<file path="src/rtl/pipe_ctrl_pkg.sv">
// pipe_ctrl_pkg: shared state and forwarding encodings for the pipeline hazard control.
package pipe_ctrl_pkg;
   typedef enum logic [1:0] {RUN, IWAIT, DWAIT} hz_state_t;
   localparam logic [1:0] FWD_RF  = 2'b00;
   localparam logic [1:0] FWD_WB  = 2'b01;
   localparam logic [1:0] FWD_MEM = 2'b10;
endpackage

</file>
<file path="src/rtl/forward_unit.sv">
// forward_unit: EX-stage operand bypass selects; Memory result beats Writeback result.
module forward_unit
   import pipe_ctrl_pkg::*;
#(
   parameter int REG_AW = 5
)(
   input  logic [REG_AW-1:0] rs1,
   input  logic [REG_AW-1:0] rs2,
   input  logic [REG_AW-1:0] rd_m,
   input  logic [REG_AW-1:0] rd_w,
   input  logic              reg_write_m,
   input  logic              reg_write_w,
   output logic [1:0]        fwd_a,
   output logic [1:0]        fwd_b
);
   function automatic logic [1:0] sel(input logic [REG_AW-1:0] rs);
      return (reg_write_m && rd_m != '0 && rd_m == rs) ? FWD_MEM :
             (reg_write_w && rd_w != '0 && rd_w == rs) ? FWD_WB  : FWD_RF;
   endfunction
   always_comb begin
      fwd_a = sel(rs1);
      fwd_b = sel(rs2);
   end
endmodule

</file>
<file path="src/rtl/hazard_controller.sv">
// hazard_controller: pipeline stall/flush sequencing and EX forwarding selects.
// Define HAZARD_PERF_EN to add the StallCycles/FlushCount performance counters.
module hazard_controller
   import pipe_ctrl_pkg::*;
#(
   parameter int REG_AW = 5
`ifdef HAZARD_PERF_EN
   , parameter int CNT_W = 32
`endif
)(
   input  logic              clk,
   input  logic              reset,
   input  logic [REG_AW-1:0] Rs1D,
   input  logic [REG_AW-1:0] Rs2D,
   input  logic [REG_AW-1:0] Rs1E,
   input  logic [REG_AW-1:0] Rs2E,
   input  logic [REG_AW-1:0] RdE,
   input  logic              LoadE,
   input  logic [REG_AW-1:0] RdM,
   input  logic [REG_AW-1:0] RdW,
   input  logic              RegWriteM,
   input  logic              RegWriteW,
   input  logic              PCSrcE,
   input  logic              JALRinstrE,
   input  logic              IMissF,
   input  logic              IFillDone,
   input  logic              DMissM,
   input  logic              DFillDone,
   output logic              PCEnF,
   output logic              StallD,
   output logic              FlushD,
   output logic              StallE,
   output logic              FlushE,
   output logic              StallM,
   output logic              FlushW,
   output logic              IAbortF,
   output logic [1:0]        ForwardAE,
   output logic [1:0]        ForwardBE
`ifdef HAZARD_PERF_EN
   , output logic [CNT_W-1:0] StallCycles
   , output logic [CNT_W-1:0] FlushCount
`endif
);
   hz_state_t state, next_state;
   logic redirect, dmiss, imiss, load_use;
   logic [1:0] fwd_a, fwd_b;

   assign redirect = PCSrcE | JALRinstrE;
   assign dmiss    = (state == RUN && DMissM) || (state == DWAIT && !DFillDone);
   assign imiss    = (state == RUN && IMissF) || (state == IWAIT && !IFillDone);
   assign load_use = state == RUN && LoadE && RdE != '0 && (RdE == Rs1D || RdE == Rs2D);

   forward_unit #(.REG_AW(REG_AW)) u_fwd (
      .rs1(Rs1E), .rs2(Rs2E), .rd_m(RdM), .rd_w(RdW),
      .reg_write_m(RegWriteM), .reg_write_w(RegWriteW),
      .fwd_a(fwd_a), .fwd_b(fwd_b)
   );

   assign ForwardAE = reset ? FWD_RF : fwd_a;
   assign ForwardBE = reset ? FWD_RF : fwd_b;

   always_ff @(posedge clk)
      state <= reset ? RUN : next_state;

   // Every resolved case returns to RUN unless it is (still) waiting on a fill.
   always_comb begin
      PCEnF      = 1'b1;
      StallD     = 1'b0;
      FlushD     = 1'b0;
      StallE     = 1'b0;
      FlushE     = 1'b0;
      StallM     = 1'b0;
      FlushW     = 1'b0;
      IAbortF    = 1'b0;
      next_state = RUN;
      if (reset) begin
         PCEnF  = 1'b0;
         FlushD = 1'b1;
         FlushE = 1'b1;
         FlushW = 1'b1;
      end else if (dmiss) begin
         PCEnF      = 1'b0;
         StallD     = 1'b1;
         StallE     = 1'b1;
         StallM     = 1'b1;
         FlushW     = 1'b1;
         next_state = DWAIT;
      end else if (redirect) begin
         FlushD  = 1'b1;
         FlushE  = 1'b1;
         IAbortF = state == IWAIT;
      end else if (imiss) begin
         PCEnF      = 1'b0;
         StallD     = 1'b1;
         FlushE     = 1'b1;
         next_state = IWAIT;
      end else if (load_use) begin
         PCEnF  = 1'b0;
         StallD = 1'b1;
         FlushE = 1'b1;
      end
   end

`ifdef HAZARD_PERF_EN
   logic [CNT_W-1:0] stall_cnt, flush_cnt;
   // Outside reset FlushD is raised only by a redirect.
   always_ff @(posedge clk)
      if (reset) begin
         stall_cnt <= '0;
         flush_cnt <= '0;
      end else begin
         if (!PCEnF) stall_cnt <= stall_cnt + CNT_W'(1);
         if (FlushD) flush_cnt <= flush_cnt + CNT_W'(1);
      end
   assign StallCycles = reset ? '0 : stall_cnt;
   assign FlushCount  = reset ? '0 : flush_cnt;
`endif
endmodule
</file>
<file path="config.mk">
export PLATFORM = sky130hd
export DESIGN_NAME = hazard_controller
export DESIGN_NICKNAME = d
export VERILOG_FILES = /design/src/rtl/pipe_ctrl_pkg.sv /design/src/rtl/forward_unit.sv /design/src/rtl/hazard_controller.sv
export SDC_FILE = /design/constraint.sdc
export NUM_CORES = 1
export LEC_CHECK = 0
export ABC_AREA = 1
export BUFFER_PORTS_ARGS = -buffer_cell sky130_fd_sc_hd__buf_2
export CORE_ASPECT_RATIO = 1.25
export CORE_MARGIN = 2
export CORE_UTILIZATION = 38
export CTS_CLUSTER_DIAMETER = 100
export DETAILED_ROUTE_END_ITERATION = 10
export PLACE_DENSITY = 0.79
export SYNTH_ARGS = -nofsm -noshare
export SYNTH_HDL_FRONTEND = slang
export SYNTH_SLANG_ARGS = --single-unit
export TNS_END_PERCENT = 5
</file>
<file path="constraint.sdc">
create_clock -name clk -period 1.37 [get_ports clk]
set_input_delay 0.274 -clock clk [delete_from_list [all_inputs] [get_ports clk]]
set_output_delay 0.274 -clock clk [all_outputs]
set_load 0.05 [all_outputs]
</file>
==> impl_metrics.ini <==
[status]
status = finished with violations
violations = negative setup slack

[grt]
grt_usage = 0.226
grt_max_degree = 6
antenna_found_initial = 0
grt-ovfl-total = 0
grt_pass1_vias = 1015
grt_pass1_wl_mm = 3.80

[timing]
fin_ws_ns = -0.251
max_freq_ghz = 0.617
fin_worst_skew_ns = 0.00121
worst_pin_slew_ns = 0.247
rsz0062_at_grt = true
relSlewSlack = 0.835
setup_viol = 12
min_period_ns = 1.62
timing.final.crit_share = 1.18
slew_violations = 0
finalHoldViolCount = 0
hold_ws_ns = 0.366

[floorplan]
rows = 17
die_area_sq_um = 2210
io_pins = 58
start_util = 0.402
die_y_um = 52.1
die_x_um = 42.4
core-area_sq_um = 1740

[place]
dpl_cell_area_sq_um = 1140
port_buffers = 57
dpl.cell_count = 224
hpwlAfterDp_mm = 1.87
gp_congestion = 0.820

[setup_path]
critPathMostFrequentCell = nand2_1
worst-setup-path-type = register to primary output
slowest_stage = dfxtp_4
reg2reg_slack_ns = 0.32
worstSetupStartpointType = register
worst_path_largest_cell_delay_ns = 0.35
worstPathArrival_ns = 1.35
path_max_fanout = 5
required_ns = 1.10
crit_chain = nand2_1, o211ai_4, nor2_4, inv_1, nand2_1, nand2_4, buf_6
worstSetupEndpointType = primary output

[layout]
reg_top3 = state: 2 flops
drive_gt1_frac = 0.466
area_delta_synth_final_pct = 81.1
final_nets = 256
fin_area_sq_um = 1270
regMostFlops = state
final_cell_count_no_fill = 227
diodes = 0
utilization = 0.729
largest_reg_flops = 2

[yosys]
yosysTopAreaCell = nand2_1
synthCells = 138
synth.top_cells.by_area = nand2_1 21%, xnor2_1 16%, nor2_1 13%, inv_1 12%, dfxtp_1 5.7%
ys_seq_elements = 2
syn_area_sq_um = 702
synth_cell_types = 21
yosys_warnings = 0
avgSynthCellArea_sq_um = 5.09
synth_top_area_frac = 0.214
synth.net_count = 184
yosysSeqAreaShare = 0.0570

[power]
leakage_uw = 0.000740
powerDensity_nw_per_um2 = 521
vdd_drop_max_v = 0.000273

[clocking]
post-cts-setup-buffers = 0
cts_root_buf = clkbuf_4
cts_sinks = 2
h-tree-depth = 1
path_clk_slew_ns = 0.03
clock_path_buffers = 2
cts_tree = done
cts_made_buffers = 3
clock_latency_ns = 0.23

[job]
cap_viol_max_count = 0

[detailed_routing]
drt_wl_total_mm = 2.29
via_per_inst = 4.63
drc_errors = 0
wl_per_cell_um = 10.1
vias = 1050
drtIter0Drc = 10
dr.pass1.iters = 4
detail-route-antenna-nets = 0

[min_path]
hp-class = input port to register
-- final timing paths --
path | from | to | depth (start not counted)
max reg2reg | state[1] | state[0] | 6
min | reset | state[1] | 3
min reg2reg | state[1] | state[1] | 2
max | state[1] | FlushE | 7
-- cell usage in the layout, fill, tap and decap left out, types with 2 or more instances in the layout --
cell type / netlist / layout
buf_2: 0 / 45
buf_4: 1 / 11
buf_6: 0 / 9
buf_8: 0 / 3
clkbuf_4: 0 / 3
inv_1: 22 / 21
inv_2: 5 / 6
nand2_1: 40 / 37
nand2_2: 3 / 5
nand2_4: 1 / 2
nand3_1: 5 / 5
nand4_1: 2 / 2
nor2_1: 25 / 19
nor2_2: 1 / 5
nor2_4: 0 / 2
nor3_1: 6 / 3
nor3_2: 0 / 2
o21ai_0: 3 / 2
xnor2_1: 13 / 13
xor2_1: 3 / 3
-- report_power, final --
| group | switching [uW] | internal (uW) | total, uW | leakage, uW |
|---|---|---|---|---|
| sequential | 5.09 | 61.7 | 66.8 | 0.0000170 |
| combinational | 257 | 201 | 458 | 0.000709 |
| clock | 40.7 | 97.2 | 138 | 0.0000138 |
-- timing repair --
item,CTS,global route
pin swaps,7,0
endpoints found under the setup margin,12,12
hold buffers,0,0
resized for setup,31,4
-- synthesized netlist by cell type --
cell        n
nand2_1    40
nor2_1     25
inv_1      22
xnor2_1    13
nor3_1      6
inv_2       5
nand3_1     5
nand2_2     3
o21ai_0     3
xor2_1      3
dfxtp_1     2
nand4_1     2
a21oi_1     1
a22o_1      1
buf_4       1
nand2_4     1
nor2_2      1
o2111ai_1   1
o211ai_1    1
o211ai_2    1
o31ai_1     1
-- stage by stage --
| step | total power, uW | setup TNS (ns) | setup WS (ns) |
|---|---|---|---|
| floorplan | 315 | -1.08 | -0.241 |
| global placement | 468 | -1.15 | -0.193 |
| detailed placement | 478 | -1.34 | -0.234 |
| CTS | 655 | -1.58 | -0.248 |
| global route | 709 | -2.51 | -0.334 |
| finish | 663 | -1.66 | -0.251 |
-- worst max-delay path: cells and delay by family, from the launching register on --
kind / cells / cell delay, ns
flip-flops: 1 / 0.35
AND/OR/NAND/NOR: 4 / 0.41
buffers and inverters: 2 / 0.23
AO/OA/AOI/OAI: 1 / 0.11
-- cells by family after synthesis --
logic type / share of synthesized area
AND/OR/NAND/NOR: 0.496
buffers and inverters: 0.155
flip-flops: 0.0570
AO/OA/AOI/OAI: 0.0927
XOR/XNOR: 0.200
-- metal layers --
layer / share of wire / wire, um / track usage / up-vias
li1: - / - / - / 559
met1: 0.33 / 760 / 0.197 / 449
met2: 0.59 / 1360 / 0.485 / 38
met3: 0.058 / 133 / 0.0313 / 4
met4: 0.016 / 36 / 0.109 / 0
met5: 0 / 0 / 0 / -
-- layout make-up --
type	count	area [sq um]
flip-flops and latches	2	43.8
inverters	27	101
clock buffers	3	22.5
multi-input cells	108	626
fillers	157	473
well taps	19	23.8
repair buffers	68	454
(Power assumes the default switching activity.)
